--- src/rtl/spi_reg_controller_pkg.sv ---
// Shared types and constants for the SPI register controller.
package spi_reg_controller_pkg;

  // Bits in a well-formed write frame: {wr, addr[6:0], data[7:0]}.
  localparam int FRAME_BITS = 16;
  // Position of the write/read flag within a completed frame.
  localparam int WRITE_BIT  = 15;
  // Number of registers exposed on dedicated output ports.
  localparam int PORT_REGS  = 5;
  // Bit counter value that marks "more than FRAME_BITS bits seen".
  localparam logic [4:0] BIT_CNT_SAT = 5'd17;

  typedef enum logic [1:0] {
    ST_IDLE   = 2'd0,
    ST_SHIFT  = 2'd1,
    ST_COMMIT = 2'd2,
    ST_DRAIN  = 2'd3
  } state_t;

  // Increment the bit counter, sticking at the overrun marker.
  function automatic logic [4:0] bit_cnt_inc(input logic [4:0] cnt);
    return (cnt >= BIT_CNT_SAT) ? BIT_CNT_SAT : cnt + 5'd1;
  endfunction

endpackage

--- src/rtl/spi_reg_controller_sync_ff.sv ---
// Multi-flop synchroniser for one asynchronous bit, reset to a chosen idle level.
module sync_ff #(
  parameter int   SYNC_STAGES = 2,
  parameter logic RESET_VAL   = 1'b0
) (
  input  logic clk,
  input  logic rst,
  input  logic d,
  output logic q
);

  logic [SYNC_STAGES-1:0] stage_reg;

  // Shift the raw input through the flop chain; reset loads the idle level.
  always_ff @(posedge clk) begin
    if (rst) begin
      stage_reg <= {SYNC_STAGES{RESET_VAL}};
    end else begin
      stage_reg <= {stage_reg[SYNC_STAGES-2:0], d};
    end
  end

  assign q = stage_reg[SYNC_STAGES-1];

endmodule

--- src/rtl/spi_reg_controller.sv ---
// SPI write-only register controller: synchronises the raw SPI pins into the
// clk domain, assembles 16-bit frames and commits valid writes to a register bank.
module spi_reg_controller
  import spi_reg_controller_pkg::*;
#(
  parameter int NUM_REGS    = 5,
  parameter int SYNC_STAGES = 2
) (
  input  logic       clk,
  input  logic       rst,
  input  logic       sclk,
  input  logic       copi,
  input  logic       ncs,
  output logic [7:0] reg_0,
  output logic [7:0] reg_1,
  output logic [7:0] reg_2,
  output logic [7:0] reg_3,
  output logic [7:0] reg_4,
  output logic       wr_strobe,
  output logic [6:0] wr_addr,
  output logic       frame_err,
  output logic [7:0] err_count,
  output logic       busy
);

  localparam logic [7:0] NUM_REGS_W = 8'(NUM_REGS);

  genvar gi;

  // ---------------------------------------------------------------------------
  // Input synchronisers (idle levels: sclk=0, copi=0, ncs=1)
  // ---------------------------------------------------------------------------
  logic sclk_s;
  logic copi_s;
  logic ncs_s;

  sync_ff #(.SYNC_STAGES(SYNC_STAGES), .RESET_VAL(1'b0)) u_sync_sclk (
    .clk (clk),
    .rst (rst),
    .d   (sclk),
    .q   (sclk_s)
  );

  sync_ff #(.SYNC_STAGES(SYNC_STAGES), .RESET_VAL(1'b0)) u_sync_copi (
    .clk (clk),
    .rst (rst),
    .d   (copi),
    .q   (copi_s)
  );

  sync_ff #(.SYNC_STAGES(SYNC_STAGES), .RESET_VAL(1'b1)) u_sync_ncs (
    .clk (clk),
    .rst (rst),
    .d   (ncs),
    .q   (ncs_s)
  );

  // ---------------------------------------------------------------------------
  // Edge detection
  // ---------------------------------------------------------------------------
  logic sclk_dly_reg;
  logic ncs_dly_reg;
  logic sclk_rise;
  logic ncs_fall;
  logic ncs_rise;

  // One-cycle-delayed copies of the synchronised clock and select.
  always_ff @(posedge clk) begin
    if (rst) begin
      sclk_dly_reg <= 1'b0;
      ncs_dly_reg  <= 1'b1;
    end else begin
      sclk_dly_reg <= sclk_s;
      ncs_dly_reg  <= ncs_s;
    end
  end

  assign sclk_rise = sclk_s & ~sclk_dly_reg;
  assign ncs_fall  = ~ncs_s & ncs_dly_reg;
  assign ncs_rise  = ncs_s & ~ncs_dly_reg;

  // ---------------------------------------------------------------------------
  // Frame FSM
  // ---------------------------------------------------------------------------
  state_t      state_reg;
  state_t      state_next;
  logic [4:0]  bit_cnt_reg;
  logic [4:0]  bit_cnt_next;
  logic [15:0] shift_reg;
  logic [15:0] shift_next;
  // After reset the synchronisers hold the idle level rather than the pin, so
  // DRAIN must not trust ncs_s until the chain has refilled from the real pin.
  logic [7:0]  settle_reg;

  // State register; reset parks in DRAIN so a frame in flight is dropped.
  always_ff @(posedge clk) begin
    if (rst) begin
      state_reg <= ST_DRAIN;
    end else begin
      state_reg <= state_next;
    end
  end

  // Frame datapath registers: bit counter, shift register, settle counter.
  always_ff @(posedge clk) begin
    if (rst) begin
      bit_cnt_reg <= 5'd0;
      shift_reg   <= 16'h0000;
      settle_reg  <= 8'(SYNC_STAGES);
    end else begin
      bit_cnt_reg <= bit_cnt_next;
      shift_reg   <= shift_next;
      if (settle_reg != 8'd0) begin
        settle_reg <= settle_reg - 8'd1;
      end
    end
  end

  // Next-state and frame assembly.
  always_comb begin
    state_next   = state_reg;
    bit_cnt_next = bit_cnt_reg;
    shift_next   = shift_reg;
    case (state_reg)
      ST_IDLE: begin
        if (ncs_fall) begin
          state_next   = ST_SHIFT;
          bit_cnt_next = 5'd0;
          shift_next   = 16'h0000;
        end
      end
      ST_SHIFT: begin
        // End of frame wins over a simultaneous clock edge.
        if (ncs_rise) begin
          state_next = ST_COMMIT;
        end else if (sclk_rise) begin
          shift_next   = {shift_reg[14:0], copi_s};
          bit_cnt_next = bit_cnt_inc(bit_cnt_reg);
        end
      end
      ST_COMMIT: begin
        // Single-cycle decision; any ncs_fall seen here is deliberately lost.
        state_next = ST_IDLE;
      end
      ST_DRAIN: begin
        if ((settle_reg == 8'd0) && ncs_s) begin
          state_next = ST_IDLE;
        end
      end
      default: begin
        state_next = ST_DRAIN;
      end
    endcase
  end

  // ---------------------------------------------------------------------------
  // Commit decode
  // ---------------------------------------------------------------------------
  logic       frame_full;
  logic [6:0] frame_addr;
  logic [7:0] frame_data;
  logic       addr_in_range;
  logic       commit_write;
  logic       commit_bad;

  assign frame_full    = (bit_cnt_reg == 5'(FRAME_BITS));
  assign frame_addr    = shift_reg[14:8];
  assign frame_data    = shift_reg[7:0];
  assign addr_in_range = ({1'b0, frame_addr} < NUM_REGS_W);
  assign commit_write  = (state_reg == ST_COMMIT) && frame_full &&
                         shift_reg[WRITE_BIT] && addr_in_range;
  // Only wrong-length frames are errors; reads and bad addresses are ignored.
  assign commit_bad    = (state_reg == ST_COMMIT) && !frame_full;

  // ---------------------------------------------------------------------------
  // Status outputs and error counter
  // ---------------------------------------------------------------------------
  logic       wr_strobe_reg;
  logic       frame_err_reg;
  logic [6:0] wr_addr_reg;
  logic [7:0] err_count_reg;

  // Registered strobes land in the same cycle as the register bank update.
  always_ff @(posedge clk) begin
    if (rst) begin
      wr_strobe_reg <= 1'b0;
      frame_err_reg <= 1'b0;
      wr_addr_reg   <= 7'd0;
      err_count_reg <= 8'd0;
    end else begin
      wr_strobe_reg <= commit_write;
      frame_err_reg <= commit_bad;
      if (commit_write) begin
        wr_addr_reg <= frame_addr;
      end
      if (commit_bad && (err_count_reg != 8'hFF)) begin
        err_count_reg <= err_count_reg + 8'd1;
      end
    end
  end

  assign wr_strobe = wr_strobe_reg;
  assign frame_err = frame_err_reg;
  assign wr_addr   = wr_addr_reg;
  assign err_count = err_count_reg;
  assign busy      = (state_reg != ST_IDLE);

  // ---------------------------------------------------------------------------
  // Register bank
  // ---------------------------------------------------------------------------
  logic [7:0] bank [NUM_REGS];

  for (gi = 0; gi < NUM_REGS; gi++) begin : gen_bank
    logic [7:0] data_reg;

    // Load this register when a valid write addresses it.
    always_ff @(posedge clk) begin
      if (rst) begin
        data_reg <= 8'h00;
      end else if (commit_write && (frame_addr == 7'(gi))) begin
        data_reg <= frame_data;
      end
    end

    assign bank[gi] = data_reg;
  end

  // Map the bank onto the fixed output ports; absent registers read as zero.
  logic [7:0] reg_view [PORT_REGS];

  for (gi = 0; gi < PORT_REGS; gi++) begin : gen_view
    if (gi < NUM_REGS) begin : g_map
      assign reg_view[gi] = bank[gi];
    end else begin : g_zero
      assign reg_view[gi] = 8'h00;
    end
  end

  assign reg_0 = reg_view[0];
  assign reg_1 = reg_view[1];
  assign reg_2 = reg_view[2];
  assign reg_3 = reg_view[3];
  assign reg_4 = reg_view[4];

endmodule

--- config.mk ---
export PLATFORM = sky130hd
export DESIGN_NAME = spi_reg_controller
export DESIGN_NICKNAME = d
export VERILOG_FILES = /design/src/rtl/spi_reg_controller_pkg.sv /design/src/rtl/spi_reg_controller_sync_ff.sv /design/src/rtl/spi_reg_controller.sv
export SDC_FILE = /design/constraint.sdc
export NUM_CORES = 1
export LEC_CHECK = 0
export BUFFER_PORTS_ARGS = -buffer_cell sky130_fd_sc_hd__buf_4
export CORE_ASPECT_RATIO = 1.75
export CORE_MARGIN = 2
export CORE_UTILIZATION = 60
export CTS_CLUSTER_SIZE = 28
export DETAILED_ROUTE_END_ITERATION = 6
export GPL_ROUTABILITY_DRIVEN = 0
export PLACE_DENSITY = 0.84
export SKIP_LAST_GASP = 1
export SLEW_MARGIN = 10
export SYNTH_ARGS = -nofsm -noshare
export SYNTH_HDL_FRONTEND = slang
export SYNTH_SLANG_ARGS = --single-unit
--- constraint.sdc ---
create_clock -name clk -period 2.6 [get_ports clk]
set_input_delay 0.39 -clock clk [delete_from_list [all_inputs] [get_ports clk]]
set_output_delay 0.39 -clock clk [all_outputs]
set_load 0.01 [all_outputs]
==> results of run 1 <==
## per-layer routing
layer	global-route usage	routed length, um	vias up
li1	-	-	1430
met1	0.242	3080	1422
met2	0.481	4580	54
met3	0.0506	246	20
met4	0.120	243	0
met5	0	0	-
## cell usage after synthesis (all sizes together), types with 3 or more instances
cell type / instances / area share
nand2b: 4 / 0.0066
nor2: 72 / 0.071
dfxtp: 96 / 0.51
nor4: 5 / 0.0082
o21ai: 7 / 0.0092
nor2b: 9 / 0.015
ha: 6 / 0.020
buf: 7 / 0.011
clkbuf: 12 / 0.012
mux2i: 44 / 0.12
nor3: 3 / 0.0040
nand3: 10 / 0.013
and3: 8 / 0.014
nand4: 9 / 0.032
a22oi: 12 / 0.024
xor2: 3 / 0.0069
a21oi: 9 / 0.012
xnor2: 6 / 0.014
inv: 8 / 0.0079
or2: 6 / 0.0099
nor4b: 6 / 0.022
nand2: 8 / 0.0079
## cell families (layout without fill, tap and decap cells)
kind of cell    after synthesis  count (layout)  synth area share
compound gates               43              43            0.0794
xor+xnor                      9               9            0.0208
fa+ha+maj                     6               6            0.0198
buf+inv                      27              91            0.0303
flops                        96              96             0.506
mux                          44              44             0.116
simple gates                150             150             0.228
## where the power goes
group | internal, W | total (W) | switching, W | leakage (nW)
Sequential | 0.00155 | 0.00164 | 0.0000941 | 0.777
Combinational | 0.000250 | 0.000497 | 0.000247 | 1.30
Clock | 0.000588 | 0.00107 | 0.000484 | 0.112
## per-stage QoR
stage	power, W	hold WS, ns	std cells
floorplan	0.00207	0.389	375
global placement	0.00215	0.393	504
detailed placement	0.00218	0.395	504
CTS	0.00323	0.194	519
global route	0.00335	0.215	519
finish	0.00321	0.202	519
## cell type report
cell class                      count  share of cell area
Sequential cell                    96               0.422
Multi-Input combinational cell    252               0.388
Timing Repair Buffer               68               0.112
Clock buffer                       12              0.0341
Tap cell                           80              0.0220
Clock inverter                      3              0.0143
Inverter                            8             0.00660
## worst paths after layout
kind,to,slack (ns),depth (start not counted)
worst max register to register,reg_3[2]$_SDFFE_PP0P_,0.40,7
worst max-delay path,reg_3[2]$_SDFFE_PP0P_,0.40,7
worst min register to register,u_sync_ncs.stage_reg[1]$_SDFF_PP1_,0.41,1
worst min-delay path,u_sync_ncs.stage_reg[0]$_SDFF_PP1_,0.20,2
==> impl_metrics.ini, run 1 <==
[synthesis]
ys_ff_latch = 96
async_reset_ff_frac = 0
syn_area_um2 = 3800
avgSynthCellArea_um2 = 10.1
ys_warn_count = 0
synth_flop_cell = dfxtp_1
synth_nets = 386
ys_seq_area_frac = 0.506
synth_cell_types = 52
synth-edff-count = 0
syn_inst = 375

[worst_setup_path]
cp-startpoint = bit_cnt_reg[1]$_SDFFE_PP0P_
cp_top_family = simple AND/OR/NAND/NOR gates
start_kind = flop
r2r_start = bit_cnt_reg[1]$_SDFFE_PP0P_
cpPeakStageDelay_ns = 0.59
slowest_stage = nor4bb_2
worstPathRequired_ns = 2.84
worstPathMaxFanout = 8
crit_chain = inv_1 -> ha_1 -> nor4bb_2 -> buf_4 -> nand4_4 -> mux2i_1 -> nor2_1
crit_type = reg -> reg
arrival_ns = 2.45
critPathBufInv = 2
endpoint_kind = flop

[global_routing]
gr-total-overflow = 0
antenna_found_initial = 0
grtUsageTotal = 0.248
grt_max_degree = 57
grt_pass1_vias = 2842
grt_first_pass_wirelength_um = 13300

[timing]
tightest_slew_ns = 0.996
fin_crit_ns = 2.20
rsz0062_at_grt = no
setup_viol = 0
slew-limit-headroom = 0.334
fin_skew_ns = 0.00805
hold_viol_final = 0
drv_slew = 0
fin_crit_sh = 0.847
finalSetupTns_ns = 0
setup_ws_ns = 0.399
max_freq_mhz = 454

[placement]
dp_hpwl_um = 5640
post-place-ws_ns = 0.448
portBuffers = 62
dpl_cell_area_um2 = 4330

[clock_tree]
insertion_delay_ns = 0.37
cts-resized-gates = 0
cts-buffers-inserted = 9
cts_tree = built
post_cts_buffers = 0
cts_sinks = 96
h-tree-depth = 3
cts_buffer_depth = 2
cts_root_buffer = clkbuf_8
ctsHoldBuffers = 0
path_clk_slew_ns = 0.08

[floorplan]
rows = 38
fp.dieH_um = 109
initial_core_util = 0.614
die_width_um = 64.1
core_area_um2 = 6180
ioPinCount = 63
die_area_um2 = 7010

[drt]
via_per_inst = 5.64
drt-initial-drc-count = 189
postRouteAntennaNets = 0
drc_errors = 0
routedWlPerCell_um = 15.7
vias = 2926
firstDrtPassIters = 4
routed_wl_um = 8150

[cells_and_area]
layout.area.seq_um2 = 1920
final_nets = 446
layout_common_cells = dfxtp_1, nor2_1, buf_4
syn2layout_area_growth_pct = 19.8
largest_reg_flops = 16
multi_input_area_um2 = 1770
final_util = 0.736
insertedDiodeCount = 0
stdcell_area_um2 = 4550
drive_above_1_share = 0.232
final_common_cell = dfxtp_1
fillers = 464

[min_path]
min_from = ncs
worst_hold_path_type = in -> reg

[power]
p_per_area_nw_per_um2 = 706
max-vdd-ir-drop_uv = 791
leakage_nw = 2.19

[job]
cap_viol_max_count = 0

[outcome]
status = completed
Note: power is estimated with default switching activity, not from simulation.
==> run 2, diff against run 1 <==
- ABC_AREA: not set -> 1
- CORE_UTILIZATION: 60 -> 51
- PLACE_DENSITY: 0.84 -> 0.75
- clock period: 2.6 -> 1.95 ns (I/O delays scaled with it)
==> run 2 against run 1 <==
  * Global-route usage decreased by 4.4 points
  * Combinational power increased by 50%
  * Hold slack got worse by 0.070 ns
  * Largest power group unchanged
  * Largest cell class unchanged
==> impl_metrics.ini, run 2 <==
[outcome]
status = completed

[clock_tree]
h-tree-depth = 3
post_cts_buffers = 0
ctsHoldBuffers = 0
insertion_delay_ns = 0.34
cts_sinks = 96
cts-buffers-inserted = 9
cts_buffer_depth = 2
cts_root_buffer = clkbuf_16
cts-resized-gates = 0
path_clk_slew_ns = 0.07
cts_tree = built

[synthesis]
syn_inst = 606
synth-edff-count = 0
synth.top_cell.area_share = 0.439
synth_flop_cell = dfxtp_1
avgSynthCellArea_um2 = 7.23
async_reset_ff_frac = 0
syn_area_um2 = 4380
ys_warn_count = 0
synth_nets = 617
ys_seq_area_frac = 0.439
synth.most_common_cell = nand2_1
synth.area.top_cells = dfxtp_1, nand2_1, inv_1, nor2_1, a21oi_1
yosysTopAreaCell = dfxtp_1
ys_ff_latch = 96
synth_cell_types = 32
yosys-top-cells-count = nand2_1, inv_1, nor2_1, dfxtp_1, a21oi_1

[floorplan]
initial_core_util = 0.527
die_area_um2 = 9370
die_width_um = 74.0
core_area_um2 = 8310
rows = 44
ioPinCount = 63
fp.dieH_um = 127

[worst_setup_path]
cpPeakStageDelay_ns = 0.35
r2r_cells = 11
arrival_ns = 1.99
crit_top_cell = inv_1
worstPathMaxFanout = 18
cp_top_family = simple AND/OR/NAND/NOR gates
critPathBufInv = 4
crit_type = reg -> reg
crit_chain = inv_1 -> ha_1 -> nand2_1 -> inv_1 -> nand2_2 -> nor2_8 -> buf_4 -> nand3_4 -> nand2_1 -> inv_1 -> nor2_1
reg2reg_slack_ns = 0.24
r2r_end = reg_2[1]$_SDFFE_PP0P_
worstPathRequired_ns = 2.23
r2r_start = bit_cnt_reg[0]$_SDFFE_PP0P_
slowest_stage = dfxtp_1
start_kind = flop
endpoint_kind = flop

[cells_and_area]
syn2layout_area_growth_pct = 19.2
insertedDiodeCount = 0
fillers = 756
final_common_cell = nand2_1
largest_reg_flops = 16
layout_common_cells = nand2_1, inv_1, nor2_1
multi_input_area_um2 = 1900
drive_above_1_share = 0.179
final_nets = 677
layout.area.seq_um2 = 1920

[drt]
via_per_inst = 4.71
routedWlPerCell_um = 11.7
drt-initial-drc-count = 169
vias = 3701
routed_wl_um = 9180
postRouteAntennaNets = 0
firstDrtPassIters = 4
drc_errors = 0

[timing]
setup_viol = 0
finalSetupTns_ns = 0
max_freq_mhz = 585
hold_viol_final = 0
fin_crit_sh = 0.876
tightest_slew_ns = 0.594
drv_slew = 0
rsz0062_at_grt = no
fin_crit_ns = 1.71
slew-limit-headroom = 0.601
fin_skew_ns = 0.00598

[global_routing]
antenna_found_initial = 0
grt_max_degree = 44
grt_pass1_vias = 3430
grtUsageTotal = 0.203
gr-total-overflow = 0
grt_first_pass_wirelength_um = 15000

[placement]
dp_hpwl_um = 6580
portBuffers = 62

[min_path]
min_path_cells = 2
worst_hold_path_type = in -> reg
min_from = ncs
min_to = u_sync_ncs.stage_reg[0]$_SDFF_PP1_

[power]
leakage_nw = 2.51
finalPower_w = 0.00485
max-vdd-ir-drop_uv = 731
p_per_area_nw_per_um2 = 930

[job]
cap_viol_max_count = 0
-- run 2: area by class of cell --
cell class | instances | share of cell area
flip-flops and latches | 96 | 0.368
inverters | 109 | 0.0784
well taps | 115 | 0.0276
clock inverters | 6 | 0.0173
repair buffers | 68 | 0.0978
clock buffers | 10 | 0.0458
multi-input cells | 382 | 0.365
-- run 2: stage by stage --
step | hold WS [ns] | setup WS, ns | instances | utilization | cell area [um^2]
floorplan | 0.388 | 0.484 | 606 | - | 4380
global placement | 0.390 | 0.341 | 770 | 0.588 | 4890
detailed placement | 0.397 | 0.260 | 770 | 0.588 | 4890
CTS | 0.122 | 0.239 | 786 | 0.628 | 5220
global route | 0.134 | 0.0797 | 786 | 0.628 | 5220
finish | 0.132 | 0.242 | 786 | 0.628 | 5220
-- run 2: logic make-up (layout without fill, tap and decap cells) --
group	count (synthesis)	in the layout	share of synthesized area
and+or+nand+nor	312	312	0.325
buffers and inverters	128	193	0.126
adders and majority gates	6	6	0.0171
xor gates and xnor gates	8	8	0.0160
AOI/OAI and AO/OA	56	56	0.0763
DFF	96	96	0.439
-- run 2: worst max path at each step --
stage	startpoint	to	cells after the start
floorplan	bit_cnt_reg[0]$_SDFFE_PP0P_	reg_2[5]$_SDFFE_PP0P_	11
global placement	bit_cnt_reg[0]$_SDFFE_PP0P_	reg_2[1]$_SDFFE_PP0P_	11
detailed placement	bit_cnt_reg[0]$_SDFFE_PP0P_	reg_1[3]$_SDFFE_PP0P_	11
CTS	bit_cnt_reg[0]$_SDFFE_PP0P_	reg_2[1]$_SDFFE_PP0P_	11
global route	bit_cnt_reg[1]$_SDFFE_PP0P_	err_count[7]$_SDFFE_PP0P_	10
finish	bit_cnt_reg[0]$_SDFFE_PP0P_	reg_2[1]$_SDFFE_PP0P_	11
-- run 2: report_power, final --
group          leakage, nW  switching, W  internal [W]
sequential           0.776      0.000112       0.00209
clock                0.159      0.000747       0.00116
combinational         1.58      0.000477      0.000268
-- run 2: metal layers --
metal,global-route usage,part of all wire
met5,0,0
met4,0.0995,0.028
met3,0.0389,0.035
met2,0.362,0.53
met1,0.222,0.41
